### src/rtl/ymp_alu_matrix_stream_sched_if.sv
// Stream bundle between requesters, the scheduler and the shared ALU matrix.
// The slave modport is the scheduler's view; master is the environment's view.
interface ymp_alu_matrix_stream_sched_if #(
    parameter int unsigned AXI_DATA_W = 32,
    parameter int unsigned N_REQ      = 2
);
    logic [N_REQ*AXI_DATA_W-1:0] req_data_i;
    logic [N_REQ-1:0]            req_valid_i;
    logic [N_REQ-1:0]            req_last_i;
    logic [N_REQ-1:0]            req_ready_o;
    logic [AXI_DATA_W-1:0]       mtx_data_o;
    logic                        mtx_valid_o;
    logic                        mtx_last_o;
    logic                        mtx_ready_i;
    logic [AXI_DATA_W-1:0]       res_data_i;
    logic                        res_valid_i;
    logic                        res_last_i;
    logic                        res_ready_o;
    logic [N_REQ*AXI_DATA_W-1:0] rsp_data_o;
    logic [N_REQ-1:0]            rsp_valid_o;
    logic [N_REQ-1:0]            rsp_last_o;
    logic [N_REQ-1:0]            rsp_ready_i;

    modport slave (
        input  req_data_i, req_valid_i, req_last_i, mtx_ready_i,
        input  res_data_i, res_valid_i, res_last_i, rsp_ready_i,
        output req_ready_o, mtx_data_o, mtx_valid_o, mtx_last_o,
        output res_ready_o, rsp_data_o, rsp_valid_o, rsp_last_o
    );

    modport master (
        output req_data_i, req_valid_i, req_last_i, mtx_ready_i,
        output res_data_i, res_valid_i, res_last_i, rsp_ready_i,
        input  req_ready_o, mtx_data_o, mtx_valid_o, mtx_last_o,
        input  res_ready_o, rsp_data_o, rsp_valid_o, rsp_last_o
    );
endinterface

### src/rtl/ymp_alu_matrix_stream_sched.sv
// Packet-granular round-robin sharing of one ALU matrix stream input; results
// are steered back to the issuing requester via an in-order ID FIFO.
module ymp_alu_matrix_stream_sched #(
    parameter int unsigned AXI_DATA_W      = 32,
    parameter int unsigned N_REQ           = 2,
    parameter int unsigned MAX_OUTSTANDING = 4
) (
    input  logic                               clk_i,
    input  logic                               rst_i,
    ymp_alu_matrix_stream_sched_if.slave       bus,
    output logic                               busy_o,
    output logic [$clog2(MAX_OUTSTANDING):0]   outstanding_o
);
    localparam int unsigned GW = (N_REQ > 1) ? $clog2(N_REQ) : 1;
    localparam int unsigned PW = $clog2(MAX_OUTSTANDING);
    localparam int unsigned CW = PW + 1;

    typedef enum logic {S_IDLE, S_GRANT} state_e;

    state_e          state_q, state_d;
    logic [GW-1:0]   grant_q, grant_d;
    logic [GW-1:0]   rr_q, rr_d;
    logic [GW-1:0]   fifo_q [MAX_OUTSTANDING];
    logic [GW-1:0]   fifo_d [MAX_OUTSTANDING];
    logic [PW-1:0]   wr_ptr_q, wr_ptr_d, rd_ptr_q, rd_ptr_d;
    logic [CW-1:0]   count_q, count_d;

    logic            fifo_full, fifo_empty;
    logic            push, pop, res_ready;
    logic            found_hi, found_lo;
    logic [GW-1:0]   pick, pick_lo, head;

    assign fifo_full  = (count_q == CW'(MAX_OUTSTANDING));
    assign fifo_empty = (count_q == '0);

    // First valid requester at or after the rr pointer, wrapping to the lowest.
    always_comb begin
        pick     = '0;
        pick_lo  = '0;
        found_hi = 1'b0;
        found_lo = 1'b0;
        for (int unsigned k = 0; k < N_REQ; k++) begin
            if (bus.req_valid_i[k]) begin
                if (!found_lo) begin
                    pick_lo  = GW'(k);
                    found_lo = 1'b1;
                end
                if (!found_hi && (GW'(k) >= rr_q)) begin
                    pick     = GW'(k);
                    found_hi = 1'b1;
                end
            end
        end
        if (!found_hi) begin
            pick = pick_lo;
        end
    end

    // Grant FSM: the granted requester is passed straight through to the matrix.
    always_comb begin
        state_d         = state_q;
        grant_d         = grant_q;
        rr_d            = rr_q;
        push            = 1'b0;
        bus.mtx_data_o  = '0;
        bus.mtx_valid_o = 1'b0;
        bus.mtx_last_o  = 1'b0;
        bus.req_ready_o = '0;
        case (state_q)
            S_IDLE: begin
                if (found_lo && !fifo_full) begin
                    grant_d = pick;
                    push    = 1'b1;
                    state_d = S_GRANT;
                end
            end
            S_GRANT: begin
                for (int unsigned k = 0; k < N_REQ; k++) begin
                    if (GW'(k) == grant_q) begin
                        bus.mtx_data_o     = bus.req_data_i[k*AXI_DATA_W +: AXI_DATA_W];
                        bus.mtx_valid_o    = bus.req_valid_i[k];
                        bus.mtx_last_o     = bus.req_last_i[k];
                        bus.req_ready_o[k] = bus.mtx_ready_i;
                        if (bus.req_valid_i[k] && bus.mtx_ready_i && bus.req_last_i[k]) begin
                            state_d = S_IDLE;
                            rr_d    = (k == N_REQ - 1) ? '0 : GW'(k + 1);
                        end
                    end
                end
            end
            default: state_d = S_IDLE;
        endcase
    end

    // Result steering towards the requester at the FIFO head.
    always_comb begin
        head            = fifo_q[rd_ptr_q];
        res_ready       = 1'b0;
        bus.rsp_valid_o = '0;
        bus.rsp_last_o  = '0;
        if (!fifo_empty) begin
            for (int unsigned k = 0; k < N_REQ; k++) begin
                if (GW'(k) == head) begin
                    bus.rsp_valid_o[k] = bus.res_valid_i;
                    bus.rsp_last_o[k]  = bus.res_last_i;
                    res_ready          = bus.rsp_ready_i[k];
                end
            end
        end
        pop = bus.res_valid_i && res_ready && bus.res_last_i;
    end

    assign bus.res_ready_o = res_ready;
    assign bus.rsp_data_o  = {N_REQ{bus.res_data_i}};

    // ID FIFO next state; a same-cycle push and pop leaves the count unchanged.
    always_comb begin
        fifo_d   = fifo_q;
        wr_ptr_d = wr_ptr_q;
        rd_ptr_d = rd_ptr_q;
        count_d  = count_q;
        if (push) begin
            fifo_d[wr_ptr_q] = grant_d;
            wr_ptr_d         = wr_ptr_q + PW'(1);
        end
        if (pop) begin
            rd_ptr_d = rd_ptr_q + PW'(1);
        end
        case ({push, pop})
            2'b10:   count_d = count_q + CW'(1);
            2'b01:   count_d = count_q - CW'(1);
            default: count_d = count_q;
        endcase
    end

    always_ff @(posedge clk_i or posedge rst_i) begin
        if (rst_i) begin
            state_q  <= S_IDLE;
            grant_q  <= '0;
            rr_q     <= '0;
            wr_ptr_q <= '0;
            rd_ptr_q <= '0;
            count_q  <= '0;
            for (int unsigned i = 0; i < MAX_OUTSTANDING; i++) begin
                fifo_q[i] <= '0;
            end
        end else begin
            state_q  <= state_d;
            grant_q  <= grant_d;
            rr_q     <= rr_d;
            wr_ptr_q <= wr_ptr_d;
            rd_ptr_q <= rd_ptr_d;
            count_q  <= count_d;
            fifo_q   <= fifo_d;
        end
    end

    assign busy_o        = (state_q == S_GRANT) || !fifo_empty;
    assign outstanding_o = count_q;

endmodule

### src/flat_wrapper.sv
// flat-port wrapper written by rule: the top's interface ports become plain ports
module ymp_alu_matrix_stream_sched_flat 
#(
    parameter int unsigned AXI_DATA_W      = 32,
    parameter int unsigned N_REQ           = 2,
    parameter int unsigned MAX_OUTSTANDING = 4
)
  (clk_i, rst_i, busy_o, outstanding_o, bus_req_data_i, bus_req_valid_i, bus_req_last_i, bus_mtx_ready_i, bus_res_data_i, bus_res_valid_i, bus_res_last_i, bus_rsp_ready_i, bus_req_ready_o, bus_mtx_data_o, bus_mtx_valid_o, bus_mtx_last_o, bus_res_ready_o, bus_rsp_data_o, bus_rsp_valid_o, bus_rsp_last_o);
  ymp_alu_matrix_stream_sched_if #(.AXI_DATA_W(AXI_DATA_W), .N_REQ(N_REQ)) bus_i ();
  input  logic clk_i;
  input  logic rst_i;
  output logic busy_o;
  output logic [$clog2(MAX_OUTSTANDING):0] outstanding_o;
  input wire logic [$bits(bus_i.req_data_i)-1:0] bus_req_data_i;
  input wire logic [$bits(bus_i.req_valid_i)-1:0] bus_req_valid_i;
  input wire logic [$bits(bus_i.req_last_i)-1:0] bus_req_last_i;
  input wire logic [$bits(bus_i.mtx_ready_i)-1:0] bus_mtx_ready_i;
  input wire logic [$bits(bus_i.res_data_i)-1:0] bus_res_data_i;
  input wire logic [$bits(bus_i.res_valid_i)-1:0] bus_res_valid_i;
  input wire logic [$bits(bus_i.res_last_i)-1:0] bus_res_last_i;
  input wire logic [$bits(bus_i.rsp_ready_i)-1:0] bus_rsp_ready_i;
  output wire logic [$bits(bus_i.req_ready_o)-1:0] bus_req_ready_o;
  output wire logic [$bits(bus_i.mtx_data_o)-1:0] bus_mtx_data_o;
  output wire logic [$bits(bus_i.mtx_valid_o)-1:0] bus_mtx_valid_o;
  output wire logic [$bits(bus_i.mtx_last_o)-1:0] bus_mtx_last_o;
  output wire logic [$bits(bus_i.res_ready_o)-1:0] bus_res_ready_o;
  output wire logic [$bits(bus_i.rsp_data_o)-1:0] bus_rsp_data_o;
  output wire logic [$bits(bus_i.rsp_valid_o)-1:0] bus_rsp_valid_o;
  output wire logic [$bits(bus_i.rsp_last_o)-1:0] bus_rsp_last_o;
  assign bus_i.req_data_i = bus_req_data_i;
  assign bus_i.req_valid_i = bus_req_valid_i;
  assign bus_i.req_last_i = bus_req_last_i;
  assign bus_i.mtx_ready_i = bus_mtx_ready_i;
  assign bus_i.res_data_i = bus_res_data_i;
  assign bus_i.res_valid_i = bus_res_valid_i;
  assign bus_i.res_last_i = bus_res_last_i;
  assign bus_i.rsp_ready_i = bus_rsp_ready_i;
  assign bus_req_ready_o = bus_i.req_ready_o;
  assign bus_mtx_data_o = bus_i.mtx_data_o;
  assign bus_mtx_valid_o = bus_i.mtx_valid_o;
  assign bus_mtx_last_o = bus_i.mtx_last_o;
  assign bus_res_ready_o = bus_i.res_ready_o;
  assign bus_rsp_data_o = bus_i.rsp_data_o;
  assign bus_rsp_valid_o = bus_i.rsp_valid_o;
  assign bus_rsp_last_o = bus_i.rsp_last_o;
  ymp_alu_matrix_stream_sched #(.AXI_DATA_W(AXI_DATA_W), .N_REQ(N_REQ), .MAX_OUTSTANDING(MAX_OUTSTANDING)) u_core (.clk_i(clk_i), .rst_i(rst_i), .bus(bus_i), .busy_o(busy_o), .outstanding_o(outstanding_o));
endmodule
### config.mk
export PLATFORM = sky130hd
export DESIGN_NAME = ymp_alu_matrix_stream_sched_flat
export DESIGN_NICKNAME = d
export VERILOG_FILES = /design/src/rtl/ymp_alu_matrix_stream_sched_if.sv /design/src/rtl/ymp_alu_matrix_stream_sched.sv /design/src/flat_wrapper.sv
export SDC_FILE = /design/constraint.sdc
export NUM_CORES = 1
export LEC_CHECK = 0
export CAP_MARGIN = 10
export CORE_MARGIN = 2
export CORE_UTILIZATION = 24
export CTS_CLUSTER_SIZE = 20
export DETAILED_ROUTE_END_ITERATION = 12
export PLACE_DENSITY = 0.78
export SETUP_SLACK_MARGIN = 0.02
export SLEW_MARGIN = 20
export SYNTH_ARGS = -nofsm -noshare
export SYNTH_HDL_FRONTEND = slang
export SYNTH_SLANG_ARGS = --single-unit
### constraint.sdc
create_clock -name clk_i -period 2.2 [get_ports clk_i]
set_input_delay 0.55 -clock clk_i [delete_from_list [all_inputs] [get_ports clk_i]]
set_output_delay 0.55 -clock clk_i [all_outputs]
set_load 0.01 [all_outputs]
==> run summary <==
Area share of the largest cell type after synthesis = 0.272
Yosys warning count = 0
CTS tree = done
Maximum VDD drop = 0.372 mV
Hold EP = u_core.rr_q
Seq/Total Area, Yosys = 0.195
Hold buffer count at cts = 0
DR pass1 iterations = 3
Path depth of the worst reg2reg path = 11
PD cells = 1120 nW/um2
Post-route setup slack = -0.0866 ns
Period utilization = 1.04
Failing checks = negative setup slack
F_max = 437 MHz
Synth cell count leaders = buf_4, nor2_1, mux2i_1, dfrtp_1, a31oi_1
FF-to-FF setup slack = -0.09 ns
Die Area = 8190 um2
Status = complete, but fails checks
First-pass GRT wire length = 7560 um
Worst-Margin Slew = 0.546 ns
Crit path DAT = 2.45 ns
CP Max Fanout = 5
Largest net degree at the start of global routing = 35
Hold Crit Class = reg2reg
Die Height = 90.5 um
Final Hold Fails = 0
Wire per inst = 12.3 um
Syn_nets = 332
Startpoint types = register
TritonCTS Sinks = 14
Post-synthesis cell type count = 31
CTS root buf = clkbuf_8
I/O Pins = 216
Synthesis-stage register bit count = 14
Antenna Nets Post-Route = 0
Setup crit end kind = register
Cells after synthesis = 219
Layout cells sized above 1 = 0.140
RePlAce Congestion = 0.839
HPWL after detailed placement = 3990 um
Worst slew margin = 0.636
Register Area = 353 um2
Std-Cell Rows = 31
CORE AREA = 7250 um2
Synth Area per Inst = 8.20 um2
Crit path time final = 2.29 ns
Port bufs = 119
Vias per cell = 4.24
EDFF count, synth = 0
Ys async rst share = 1.00
Dpl cells = 383
Non-Filler Instances = 391
Total GRT Usage = 0.111
Clock Latency Late Sink = 0.25 ns
Fillers = 725
Vias in the first global route = 1742
Die X = 90.5 um
Main area contributors after synthesis = buf_4, mux2i_1, dfrtp_1
Reg clk slew, reported paths = 0.06 ns
Worst R2R End = u_core.outstanding_o[2]
Residual DRC = 0
H-tree depth = 1
Hold depth = 1
Initial DRC Count = 25
Total Power = 3190 uW
DR vias = 1659
Nets = 406
Dominant cell type by area after synthesis = buf_4
Setup violations, final = 3
RSZ-0062 raised after global routing = true
Initial antenna violation count = 0
Hold_sp = u_core.rr_q
Worst r2r src = u_core.rd_ptr_q[1]
Max clock buf depth = 2
Top-count cell post-synth = buf_4
Diode count = 0
Post-Synthesis Cell Area = 1800 um2
Layout Skew = 0.00496 ns
Initial Utilization = 0.248
Max-cap violations = 0
Most used flip-flop cell after synthesis = dfrtp_1
Area delta synth->final = 58.6%
Kind of critical path = reg2reg
Total length of routed wires = 4810 um
GR Overflow Total = 0
Multi-input gate area = 945 um2
Slew Limit Fails = 0
WP data required = 2.36 ns
TritonCTS Buffers = 3
Leakage = 0.00139 uW
Utilization after layout = 0.393
[critical path, cell delays in order (launching register included)]
cell and delay [ns]:
dfrtp_2 0.44, mux2i_4 0.29, mux2i_4 0.12, mux2i_2 0.17
buf_4 0.14, nor2_2 0.07, ha_2 0.19, inv_2 0.04
fa_2 0.32, xor2_1 0.15, nor2_1 0.11, xor2_1 0.16
[power by group]
part / switching [uW] / internal [uW] / total (uW)
clock network: 88.5 / 128 / 217
logic: 1100 / 1320 / 2420
registers: 153 / 398 / 551
total: 1350 / 1840 / 3190
[worst max-delay path by stage]
stage / cells after the start / to / startpoint / slack, ns
CTS: 11 / u_core.outstanding_o[2] / u_core.rd_ptr_q[1] / -0.14
global route: 11 / u_core.outstanding_o[2] / u_core.rd_ptr_q[1] / -0.22
finish: 11 / u_core.outstanding_o[2] / u_core.rd_ptr_q[1] / -0.09
floorplan: 10 / u_core.outstanding_o[2] / u_core.rd_ptr_q[1] / 0.07
global placement: 4 / bus_mtx_valid_o / bus_req_valid_i[0] / -0.22
detailed placement: 4 / bus_mtx_valid_o / bus_req_valid_i[1] / -0.22
[final cells by class]
cell class / instances / share of cell area
repair buffers: 142 / 0.476
multi-input cells: 125 / 0.332
flip-flops and latches: 14 / 0.124
well taps: 99 / 0.0435
clock buffers: 4 / 0.0158
inverters: 7 / 0.00923
[layout by cell type (no fill, tap or decap), types with 4 or more instances in the layout]
cell type	Yosys	layout
nand2_1	5	5
inv_1	6	5
buf_4	65	20
nor2_1	41	39
a31oi_1	9	9
dlygate4sd2_1	0	37
mux2i_1	39	37
clkdlybuf4s50_1	0	78
ha_1	5	4
dfrtp_1	14	12
[metal layers]
| layer | global-route usage | vias to the layer above | share of wire |
|---|---|---|---|
| met3 | 0.0417 | 10 | 0.10 |
| met5 | 0 | - | 0 |
| met4 | 0.0385 | 0 | 0.014 |
| li1 | - | 813 | - |
| met1 | 0.114 | 751 | 0.36 |
| met2 | 0.205 | 85 | 0.52 |
[timing repair]
| item | in CTS | in global routing |
|---|---|---|
| setup endpoints to repair | 43 | 8 |
| pin swaps | 3 | 3 |
| setup buffers | 1 | 3 |
| gates cloned | 0 | 0 |
| endpoints found under the hold margin | 0 | 0 |
| gates resized for setup | 46 | 11 |
[metrics by stage]
| step | TNS [ns] | hold slack [ns] | setup WS (ns) | instance area [um2] |
|---|---|---|---|---|
| 2_1_floorplan | 0 | 0.439 | 0.0735 | 1800 |
| 3_3_place_gp | -2.81 | 0.477 | -0.222 | 2770 |
| 3_5_place_dp | -3.42 | 0.509 | -0.221 | 2770 |
| 4_1_cts | -0.460 | 0.525 | -0.139 | 2780 |
| 5_1_grt | -0.456 | 0.535 | -0.222 | 2850 |
| 6_report | -0.171 | 0.515 | -0.0866 | 2850 |
[registers in the layout, indices dropped and copies added, names as in the netlist]
signal	flops
u_core.outstanding_o	3
u_core.fifo_q	4
u_core.grant_q	1
u_core.wr_ptr_q	2
u_core.rd_ptr_q	2
u_core.rr_q	1
u_core.state_q	1
[cells by family after synthesis]
logic type      after synthesis  synth area share
fa+ha+maj                     6            0.0460
mux                          42             0.239
flops                        14             0.195
xor+xnor                      5            0.0244
compound gates               16            0.0557
buf+inv                      80             0.306
simple gates                 56             0.134
No activity file was read; power rests on OpenSTA's default activity.
